`src/rtl/img_ddr_arbiter_pkg.sv`:
```
// Shared definitions for the image DDR port arbiter: FSM state encoding,
// requester ids and default widths.
package img_ddr_arbiter_pkg;

    localparam int ADDR_W_DEF  = 19;
    localparam int DATA_W_DEF  = 8;
    localparam int TIMEOUT_DEF = 1023;

    typedef enum logic [1:0] {
        IDLE    = 2'd0,
        ACCESS  = 2'd1,
        RECOVER = 2'd2
    } state_e;

    localparam logic REQ_CPU  = 1'b0;
    localparam logic REQ_UART = 1'b1;

endpackage

```
`src/rtl/img_ddr_arbiter_rr_arbiter2.sv`:
```
// Two-input round-robin grant. The pointer only flips when both sides were
// pending at the moment a grant is taken.
module rr_arbiter2
    import img_ddr_arbiter_pkg::*;
(
    input  logic       clk,
    input  logic       rst,
    input  logic [1:0] req,
    input  logic       take,
    output logic       gnt_id
);

    logic ptr_q;
    logic ptr_d;

    // Grant selection and pointer update
    always_comb begin
        gnt_id = REQ_CPU;
        ptr_d  = ptr_q;
        if (req[0] && req[1]) begin
            gnt_id = ptr_q;
            if (take) begin
                ptr_d = ~ptr_q;
            end else begin
                ptr_d = ptr_q;
            end
        end else if (req[1]) begin
            gnt_id = REQ_UART;
        end else begin
            gnt_id = REQ_CPU;
        end
    end

    // Pointer register, starts favouring the CPU
    always_ff @(posedge clk) begin
        if (rst) begin
            ptr_q <= REQ_CPU;
        end else begin
            ptr_q <= ptr_d;
        end
    end

endmodule

```
`src/rtl/img_ddr_arbiter.sv`:
```
// Shares the image DDR CPU-side port between the core and the UART loader,
// with a guaranteed strobe-low cycle between accesses and an access timeout.
module img_ddr_arbiter
    import img_ddr_arbiter_pkg::*;
#(
    parameter int ADDR_W  = ADDR_W_DEF,
    parameter int DATA_W  = DATA_W_DEF,
    parameter int TIMEOUT = TIMEOUT_DEF
) (
    input  logic              clk,
    input  logic              rst,
    input  logic              cpu_re,
    input  logic              cpu_we,
    input  logic [ADDR_W-1:0] cpu_addr_rd,
    input  logic [ADDR_W-1:0] cpu_addr_wr,
    input  logic [DATA_W-1:0] cpu_wdata,
    output logic [DATA_W-1:0] cpu_rdata,
    output logic              cpu_done,
    input  logic              uart_re,
    input  logic              uart_we,
    input  logic [ADDR_W-1:0] uart_addr,
    input  logic [DATA_W-1:0] uart_wdata,
    output logic [DATA_W-1:0] uart_rdata,
    output logic              uart_done,
    output logic [ADDR_W-1:0] mem_addr,
    output logic [DATA_W-1:0] mem_wdata,
    output logic              mem_re,
    output logic              mem_we,
    input  logic [DATA_W-1:0] mem_rdata,
    input  logic              mem_ready_re,
    input  logic              mem_ready_we,
    output logic              timeout_err
);

    localparam int CNT_W = $clog2(TIMEOUT + 1);

    state_e            state_q, state_d;
    logic [CNT_W-1:0]  cnt_q, cnt_d;
    logic              side_q, side_d;
    logic              op_we_q, op_we_d;
    logic [ADDR_W-1:0] mem_addr_q, mem_addr_d;
    logic [DATA_W-1:0] mem_wdata_q, mem_wdata_d;
    logic              mem_re_q, mem_re_d;
    logic              mem_we_q, mem_we_d;
    logic [DATA_W-1:0] cpu_rdata_q, cpu_rdata_d;
    logic [DATA_W-1:0] uart_rdata_q, uart_rdata_d;
    logic              cpu_done_q, cpu_done_d;
    logic              uart_done_q, uart_done_d;
    logic              timeout_err_q, timeout_err_d;

    logic [1:0] req;
    logic       take;
    logic       gnt_id;
    logic       ready_hit;

    assign req       = {uart_re | uart_we, cpu_re | cpu_we};
    assign take      = (state_q == IDLE) && (req != 2'b00);
    assign ready_hit = op_we_q ? mem_ready_we : mem_ready_re;

    rr_arbiter2 u_rr (
        .clk    (clk),
        .rst    (rst),
        .req    (req),
        .take   (take),
        .gnt_id (gnt_id)
    );

    // Access sequencing: grant, wait for the matching ready or timeout, recover
    always_comb begin
        state_d       = state_q;
        cnt_d         = cnt_q;
        side_d        = side_q;
        op_we_d       = op_we_q;
        mem_addr_d    = mem_addr_q;
        mem_wdata_d   = mem_wdata_q;
        mem_re_d      = mem_re_q;
        mem_we_d      = mem_we_q;
        cpu_rdata_d   = cpu_rdata_q;
        uart_rdata_d  = uart_rdata_q;
        cpu_done_d    = 1'b0;
        uart_done_d   = 1'b0;
        timeout_err_d = timeout_err_q;
        case (state_q)
            IDLE: begin
                if (take) begin
                    side_d = gnt_id;
                    cnt_d  = '0;
                    if (gnt_id == REQ_UART) begin
                        op_we_d     = uart_we;
                        mem_addr_d  = uart_addr;
                        mem_wdata_d = uart_wdata;
                        mem_re_d    = ~uart_we;
                        mem_we_d    = uart_we;
                    end else begin
                        op_we_d     = cpu_we;
                        mem_addr_d  = cpu_we ? cpu_addr_wr : cpu_addr_rd;
                        mem_wdata_d = cpu_wdata;
                        mem_re_d    = ~cpu_we;
                        mem_we_d    = cpu_we;
                    end
                    state_d = ACCESS;
                end else begin
                    mem_re_d = 1'b0;
                    mem_we_d = 1'b0;
                end
            end
            ACCESS: begin
                // A ready in the last allowed cycle still counts as success
                if (ready_hit || (cnt_q == CNT_W'(TIMEOUT - 1))) begin
                    mem_re_d    = 1'b0;
                    mem_we_d    = 1'b0;
                    cpu_done_d  = (side_q == REQ_CPU);
                    uart_done_d = (side_q == REQ_UART);
                    state_d     = RECOVER;
                    if (ready_hit) begin
                        if (!op_we_q && (side_q == REQ_CPU)) begin
                            cpu_rdata_d = mem_rdata;
                        end else if (!op_we_q) begin
                            uart_rdata_d = mem_rdata;
                        end else begin
                            cpu_rdata_d = cpu_rdata_q;
                        end
                    end else begin
                        timeout_err_d = 1'b1;
                    end
                end else begin
                    cnt_d = cnt_q + CNT_W'(1);
                end
            end
            RECOVER: begin
                mem_re_d = 1'b0;
                mem_we_d = 1'b0;
                state_d  = IDLE;
            end
            default: begin
                mem_re_d = 1'b0;
                mem_we_d = 1'b0;
                state_d  = IDLE;
            end
        endcase
    end

    // State and output registers
    always_ff @(posedge clk) begin
        if (rst) begin
            state_q       <= IDLE;
            cnt_q         <= '0;
            side_q        <= REQ_CPU;
            op_we_q       <= 1'b0;
            mem_addr_q    <= '0;
            mem_wdata_q   <= '0;
            mem_re_q      <= 1'b0;
            mem_we_q      <= 1'b0;
            cpu_rdata_q   <= '0;
            uart_rdata_q  <= '0;
            cpu_done_q    <= 1'b0;
            uart_done_q   <= 1'b0;
            timeout_err_q <= 1'b0;
        end else begin
            state_q       <= state_d;
            cnt_q         <= cnt_d;
            side_q        <= side_d;
            op_we_q       <= op_we_d;
            mem_addr_q    <= mem_addr_d;
            mem_wdata_q   <= mem_wdata_d;
            mem_re_q      <= mem_re_d;
            mem_we_q      <= mem_we_d;
            cpu_rdata_q   <= cpu_rdata_d;
            uart_rdata_q  <= uart_rdata_d;
            cpu_done_q    <= cpu_done_d;
            uart_done_q   <= uart_done_d;
            timeout_err_q <= timeout_err_d;
        end
    end

    assign cpu_rdata   = cpu_rdata_q;
    assign cpu_done    = cpu_done_q;
    assign uart_rdata  = uart_rdata_q;
    assign uart_done   = uart_done_q;
    assign mem_addr    = mem_addr_q;
    assign mem_wdata   = mem_wdata_q;
    assign mem_re      = mem_re_q;
    assign mem_we      = mem_we_q;
    assign timeout_err = timeout_err_q;

endmodule

```
`config.mk`:
```
export PLATFORM = sky130hd
export DESIGN_NAME = img_ddr_arbiter
export DESIGN_NICKNAME = d
export VERILOG_FILES = /design/src/rtl/img_ddr_arbiter_pkg.sv /design/src/rtl/img_ddr_arbiter_rr_arbiter2.sv /design/src/rtl/img_ddr_arbiter.sv
export SDC_FILE = /design/constraint.sdc
export NUM_CORES = 1
export LEC_CHECK = 0
export ABC_CLOCK_PERIOD_IN_PS = 1900
export CAP_MARGIN = 10
export CORE_MARGIN = 2
export CORE_UTILIZATION = 35
export CTS_CLUSTER_SIZE = 12
export DETAILED_ROUTE_END_ITERATION = 7
export GPL_TIMING_DRIVEN = 0
export PLACE_DENSITY = 0.82
export SYNTH_ARGS = -nofsm -noshare
export SYNTH_HDL_FRONTEND = slang
export SYNTH_SLANG_ARGS = --single-unit
```
`constraint.sdc`:
```
create_clock -name clk -period 1.9 [get_ports clk]
set_input_delay 0.475 -clock clk [delete_from_list [all_inputs] [get_ports clk]]
set_output_delay 0.475 -clock clk [all_outputs]
set_load 0.05 [all_outputs]
```
; ---- Word level (Yosys, flattened, before mapping)
; Index checks and enable logic that the tools add are counted.
[op_classes]
n_addsub = 1
eq_ne = 5
n_mux = 19
bitwise = 11
n_reduce_logical = 16
[op_table]
columns = cell, count
row1 = two-way mux 19 bit, 2
row2 = two-way mux 10 bit, 2
row3 = case mux 10 bit (2 select lines), 1
row4 = adder 10 x 1 -> 10 bit (second input constant), 1
row5 = equality test 10 bit (second input constant), 1
row6 = NOT 1 bit, 9
row7 = two-way mux 1 bit, 8
row8 = two-way mux 8 bit, 1
row9 = inequality test 2 bit (second input constant), 3
row10 = AND reduction 2 bit, 3
row11 = AND reduction 3 bit, 2
row12 = AND reduction 5 bit, 1
row13 = two-way mux 2 bit, 2
row14 = case mux 1 bit (2 select lines), 2
row15 = case mux 2 bit (2 select lines), 1
row16 = AND reduction 4 bit, 1
row17 = nonzero test 2 bit, 2
row18 = logical AND 1 bit, 3
row19 = OR reduction 3 bit, 1
row20 = equality test 2 x 1 -> 1 bit (second input constant), 1
row21 = logical NOT 2 bit, 1
row22 = bitwise OR 1 bit, 2
row23 = logical NOT 1 bit, 1
row24 = logical OR 1 bit, 1
[totals]
regBits = 63
inputBits = 89
output_inout_bits = 48
elab_cells = 66

; ---- Logic depth before layout (Yosys ltp)
; Gate-level depths: netlist (run 1).
[logic_depth]
ltp_word = 6
ltp_mapped = 7
mapped_depth_nobuf = 7

; ---- Hierarchy
; Synthesis (run 1) repeated with hierarchy kept, for this count alone.
[unflattened]
cells_unflattened = 343
hier_area_um2 = 2897.8
[by_module_without_submodules]
columns = module, n_inst, cells_per_inst, area_each_um2, seq_area_each_um2
row1 = img_ddr_arbiter, 1, 336, 2836.5, 1241.2
row2 = rr_arbiter2, 1, 7, 61.3, 20.0

; ---- Worst setup path before layout (run 1)
; No wires, ideal clock.
[synth_timing]
path_type = input -> register
startpoint = in mem_ready_re
endpoint = reg cnt_q[9]
arrival_time_ns = 1.558
required_ns = 1.774
path_slack_ns = 0.216
stages = 6
n_path_buf = 1
cell_sequence = mux2_4 -> or2_0 -> buf_6 -> nor4_2 -> mux2i_1 -> nor2_1
[synth_between]
elab_chain_cells = 4
[synth_lines]
columns = item, line_no
row1 = start: declaration, img_ddr_arbiter.sv:30  ; input logic mem_ready_re,
row2 = two-way mux 1 bit, img_ddr_arbiter.sv:58  ; assign ready_hit = op_we_q ? mem_ready_we : mem_ready_re;
row3 = logical OR 1 bit, img_ddr_arbiter.sv:109  ; if (ready_hit || (cnt_q == CNT_W'(TIMEOUT - 1))) begin
row4 = inequality test 2 bit (no source line), -
row5 = AND reduction 3 bit (no source line), -
row6 = end signal: assignment, img_ddr_arbiter.sv:161  ; cnt_q <= cnt_d;
row7 = end: declaration, img_ddr_arbiter.sv:38  ; logic [CNT_W-1:0] cnt_q, cnt_d;
; No other way between the ends.
; A chain may end at the register's enable or synchronous reset.

; ---- Final worst setup path (run 1)
[layout_timing]
startpoint = in cpu_we
endpoint = reg mem_addr_q[18] (netlist: mem_addr[18])
[layout_between]
elab_chain_cells = 4
word_cells_on_any_way = 8
cone_classes = 3 x mux / 1 x bitwise / 4 x reduce/logical
[layout_lines]
columns = item, line_no
row1 = start: declaration, img_ddr_arbiter.sv:13  ; input logic cpu_we,
row2 = bitwise OR 1 bit, img_ddr_arbiter.sv:56  ; assign req = {uart_re | uart_we, cpu_re | cpu_we};
row3 = logical AND 1 bit or nonzero test 2 bit (tied branches), "img_ddr_arbiter_rr_arbiter2.sv:20, img_ddr_arbiter.sv:57"
row4 = two-way mux 1 bit or logical AND 1 bit (tied branches), "img_ddr_arbiter_rr_arbiter2.sv:20, img_ddr_arbiter.sv:57"
row5 = two-way mux 19 bit or AND reduction 2 bit (tied branches), -
row6 = end signal: assignment, img_ddr_arbiter.sv:164  ; mem_addr_q <= mem_addr_d;
row7 = end: declaration, img_ddr_arbiter.sv:41  ; logic [ADDR_W-1:0] mem_addr_q, mem_addr_d;
; Several ways; a longest one is shown, not always the timed one.

==> reports/qor.yml, run 1 <==
floorplanning:
  rows: 33
  ioPinCount: 137
  dieArea_um2: 8971
  die_w_um: 94.72
  die_h_um: 94.72
  initial_core_util: 0.3559
  coreArea_um2: 8093
worst_setup_path:
  reg2reg_from: "op_we_q$_SDFFE_PP0P_"
  max_stage_delay_ns: 0.56
  required_ns: 2.16
  rr_worst_depth: 7
  ff2ff_setup_slack_ns: 0.10
  critPathSlowestCell: "clkdlybuf4s50_1"
  critPathTopFamily: "buffers and inverters"
  critical_path.cell_chain: "clkdlybuf4s50_1 > nor2_4 > o22ai_1 > buf_6 > buf_2 > o211ai_1 > a21oi_1"
  cp-start-kind: "input pin"
  r2r-end: "cnt_q[8]$_SDFFE_PP0P_"
  worst-setup-path-type: "in2reg"
  crit_path_max_fanout: 10
  worstSetupEndpointType: "flop"
  arrival_ns: 2.07
  crit_buf_inv: 3
placement:
  place_hpwl_um: 6079
  place_congestion: 0.8184
  pre_cts_ws_ns: -0.5919
  io_buffers: 135
  placed_cells: 559
timing:
  finalMaxSlewViolations: 0
  fin_worst_skew_ns: 0.01004
  tightest_slew_ns: 0.5358
  finalHoldViolations: 0
  worst_slack_ns: 0.08379
  fin_tns_setup_ns: 0
  period_needed_ns: 1.816
  max_freq_ghz: 0.5506
  period_share: 0.9559
  slew_headroom: 0.6442
  grt_setup_unrepaired: "false"
  setup_viol: 0
route:
  drc: 0
  viasPerCell: 4.924
  postRouteAntennaNets: 0
  wl_per_cell_um: 14.09
  dr.pass1.iters: 4
  drtIter0Drc: 65
  drt-total-wl_um: 8202
  via_count: 2866
yosys:
  synth_edf_count: 0
  yosysSeqAreaShare: 0.4379
  syn_area_um2: 2880
  synthCells: 319
  yosys_register_bits: 63
  synth_common_cells: "dfxtp_1 (63), nand2_1 (45), mux2i_1 (44)"
  synth.distinct_cells: 39
  synth_area_leader_cell: "dfxtp_1"
  yosysMostFrequentCell: "dfxtp_1"
  synth_area_leaders: "dfxtp_1 (44%), mux2i_1 (15%), nand2_1 (5.9%)"
  synth_top_area_frac: 0.4379
  avgSynthCellArea_um2: 9.029
  yosysWarnings: 0
  synth_top_flop_cell: "dfxtp_1"
  synthArstFlopShare: 0
  mappedNetlistNets: 410
pwr:
  peakVddDrop_uv: 390.0
  p_leak_nw: 2.063
  p_per_area_nw_per_um2: 830.1
  power_w: 0.003841
finish:
  diodes: 0
  final_util: 0.5717
  drive_above_1_share: 0.1153
  num-fill-cells: 753
  final_cells: 582
  nets: 563
  syn_to_final_growth_pct: 60.64
worst_hold_path:
  hold_depth: 2
  hold_path_end: "mem_addr[7]$_SDFFE_PP0P_"
  hold_class: "reg2reg"
  min_from: "mem_addr[7]$_SDFFE_PP0P_"
grt:
  overflow: 0
  grt_start_max_net_pins: 12
  grt_pass1_vias: 2754
  grt_use_total: 0.1840
  grt_pass1_wl_um: 12790
  antenna_found_initial: 0
cts:
  clock_latency_ns: 0.33
  cts-root-buf: "clkbuf_8"
  numCtsBuffers: 9
  clkSlewWorstSetupHoldPaths_ns: 0.07
  clock-sinks: 63
  htree_levels: 3
  cts.path.max_buffers: 2
  cts_tree: "built"
run:
  max_cap_viol_count: 0
run_status:
  status: "finished, final reports clean"
## cell usage in the layout, fill, tap and decap left out, types with 2 or more instances in the layout
cell type        count
inv_1                4
nor2b_1              2
nor2_4               2
ha_1                 2
clkbuf_2             7
nor4_1               2
dfxtp_1             62
buf_2                5
clkbuf_1             7
nand2b_1             3
dlymetal6s2s_1       2
nand3_1              3
nor3_1               3
buf_6                2
xnor2_1              8
a211oi_1             8
mux2i_1             44
nor2_1              40
buf_4                7
clkinvlp_4           3
clkdlybuf4s50_1     85
nor3b_2              2
nor2_2               2
a21oi_1             24
clkbuf_8            10
nand4_1              2
dlygate4sd2_1       48
o211ai_1            21
nor4_2               2
nand2_1             45
## worst max path at each step
stage,start,end,slack (ns),depth (start not counted)
floorplan,mem_ready_re,cnt_q[9]$_SDFFE_PP0P_,0.22,6
global placement,cpu_we,mem_addr[15]$_SDFFE_PP0P_,-0.55,6
detailed placement,cpu_we,mem_addr[10]$_SDFFE_PP0P_,-0.59,8
CTS,cpu_we,mem_addr[18]$_SDFFE_PP0P_,0.02,7
global route,cpu_we,side_q$_SDFFE_PP0P_,0.002,8
finish,cpu_we,mem_addr[18]$_SDFFE_PP0P_,0.08,7
## sequential cells by signal, indices dropped and copies added, names as in the netlist
register and count:
uart_done 1, mem_addr 19, cpu_done 1, op_we_q 1
u_rr.ptr_q 1, uart_rdata 8, mem_we 1, timeout_err 1
state_q 2, cpu_rdata 8, cnt_q 10, mem_wdata 8
side_q 1, mem_re 1
## routing by layer
| layer | wire length, µm | vias to the layer above | global-route usage |
|---|---|---|---|
| met5 | 0 | - | 0 |
| met4 | 124 | 0 | 0.06280 |
| met3 | 626 | 14 | 0.06864 |
| met2 | 4119 | 99 | 0.3044 |
| met1 | 3331 | 1324 | 0.2195 |
| li1 | - | 1429 | - |
## worst register-to-register path, cell delays in order (launching register included)
cell and delay (ns):
dfxtp_2 0.38, mux2_4 0.32, or2_1 0.24, buf_6 0.14
clkbuf_2 0.14, nor4_2 0.26, xnor2_1 0.15, nor2_1 0.06
## layout make-up
type                    instances  area (µm²)  area share
repair buffers                143        1354      0.2926
inverters                       4       15.01    0.003245
clock buffers                  11       141.4     0.03056
clock inverters                 5       57.56     0.01244
well taps                     105       131.4     0.02839
plain buffers                  20       107.6     0.02326
multi-input cells             231        1558      0.3367
flip-flops and latches         63        1262      0.2728
## per-stage QoR
step,hold WS (ns),area (µm²)
after global placement,0.4409,4363
after global routing,0.4715,4627
after detailed placement,0.4479,4363
after CTS,0.4558,4533
after floorplan,0.4406,2880
final,0.4520,4627
## logic make-up (layout without fill, tap and decap cells)
group | count (synthesis) | after routing | synth area share
multiplexers | 45 | 45 | 0.1581
buffers and inverters | 25 | 183 | 0.03649
XOR/XNOR | 8 | 8 | 0.02433
AND/OR/NAND/NOR | 115 | 115 | 0.1911
flip-flops | 63 | 63 | 0.4379
AO/OA/AOI/OAI | 61 | 61 | 0.1434
adder cells (fa/ha/maj) | 2 | 2 | 0.008687
## report_power, final
group	internal [W]	switching (W)	leakage [nW]
Clock	0.000640	0.000530	0.0916
Combinational	0.000467	0.000708	1.46
Sequential	0.00143	0.0000658	0.516
Total	0.00254	0.00130	2.06
## timing repair
item	in CTS	in global routing
hold buffers	0	0
gates resized for setup	60	18
endpoints found under the setup margin	80	40
gates cloned	0	0
pin swaps	1	4
buffers inserted	2	6
No activity file was read; power rests on OpenSTA's default activity.
==> inputs of run 2 (changes only) <==
--- a/config.mk
+++ b/config.mk
@@ -11,6 +11,7 @@
 export CORE_UTILIZATION = 35
 export CTS_CLUSTER_SIZE = 12
 export DETAILED_ROUTE_END_ITERATION = 7
+export GPL_ROUTABILITY_DRIVEN = 0
 export GPL_TIMING_DRIVEN = 0
 export PLACE_DENSITY = 0.82
 export SYNTH_ARGS = -nofsm -noshare
==> results of run 2 <==
Same layout as run 1: the final DEF is identical, and so are final timing and power.
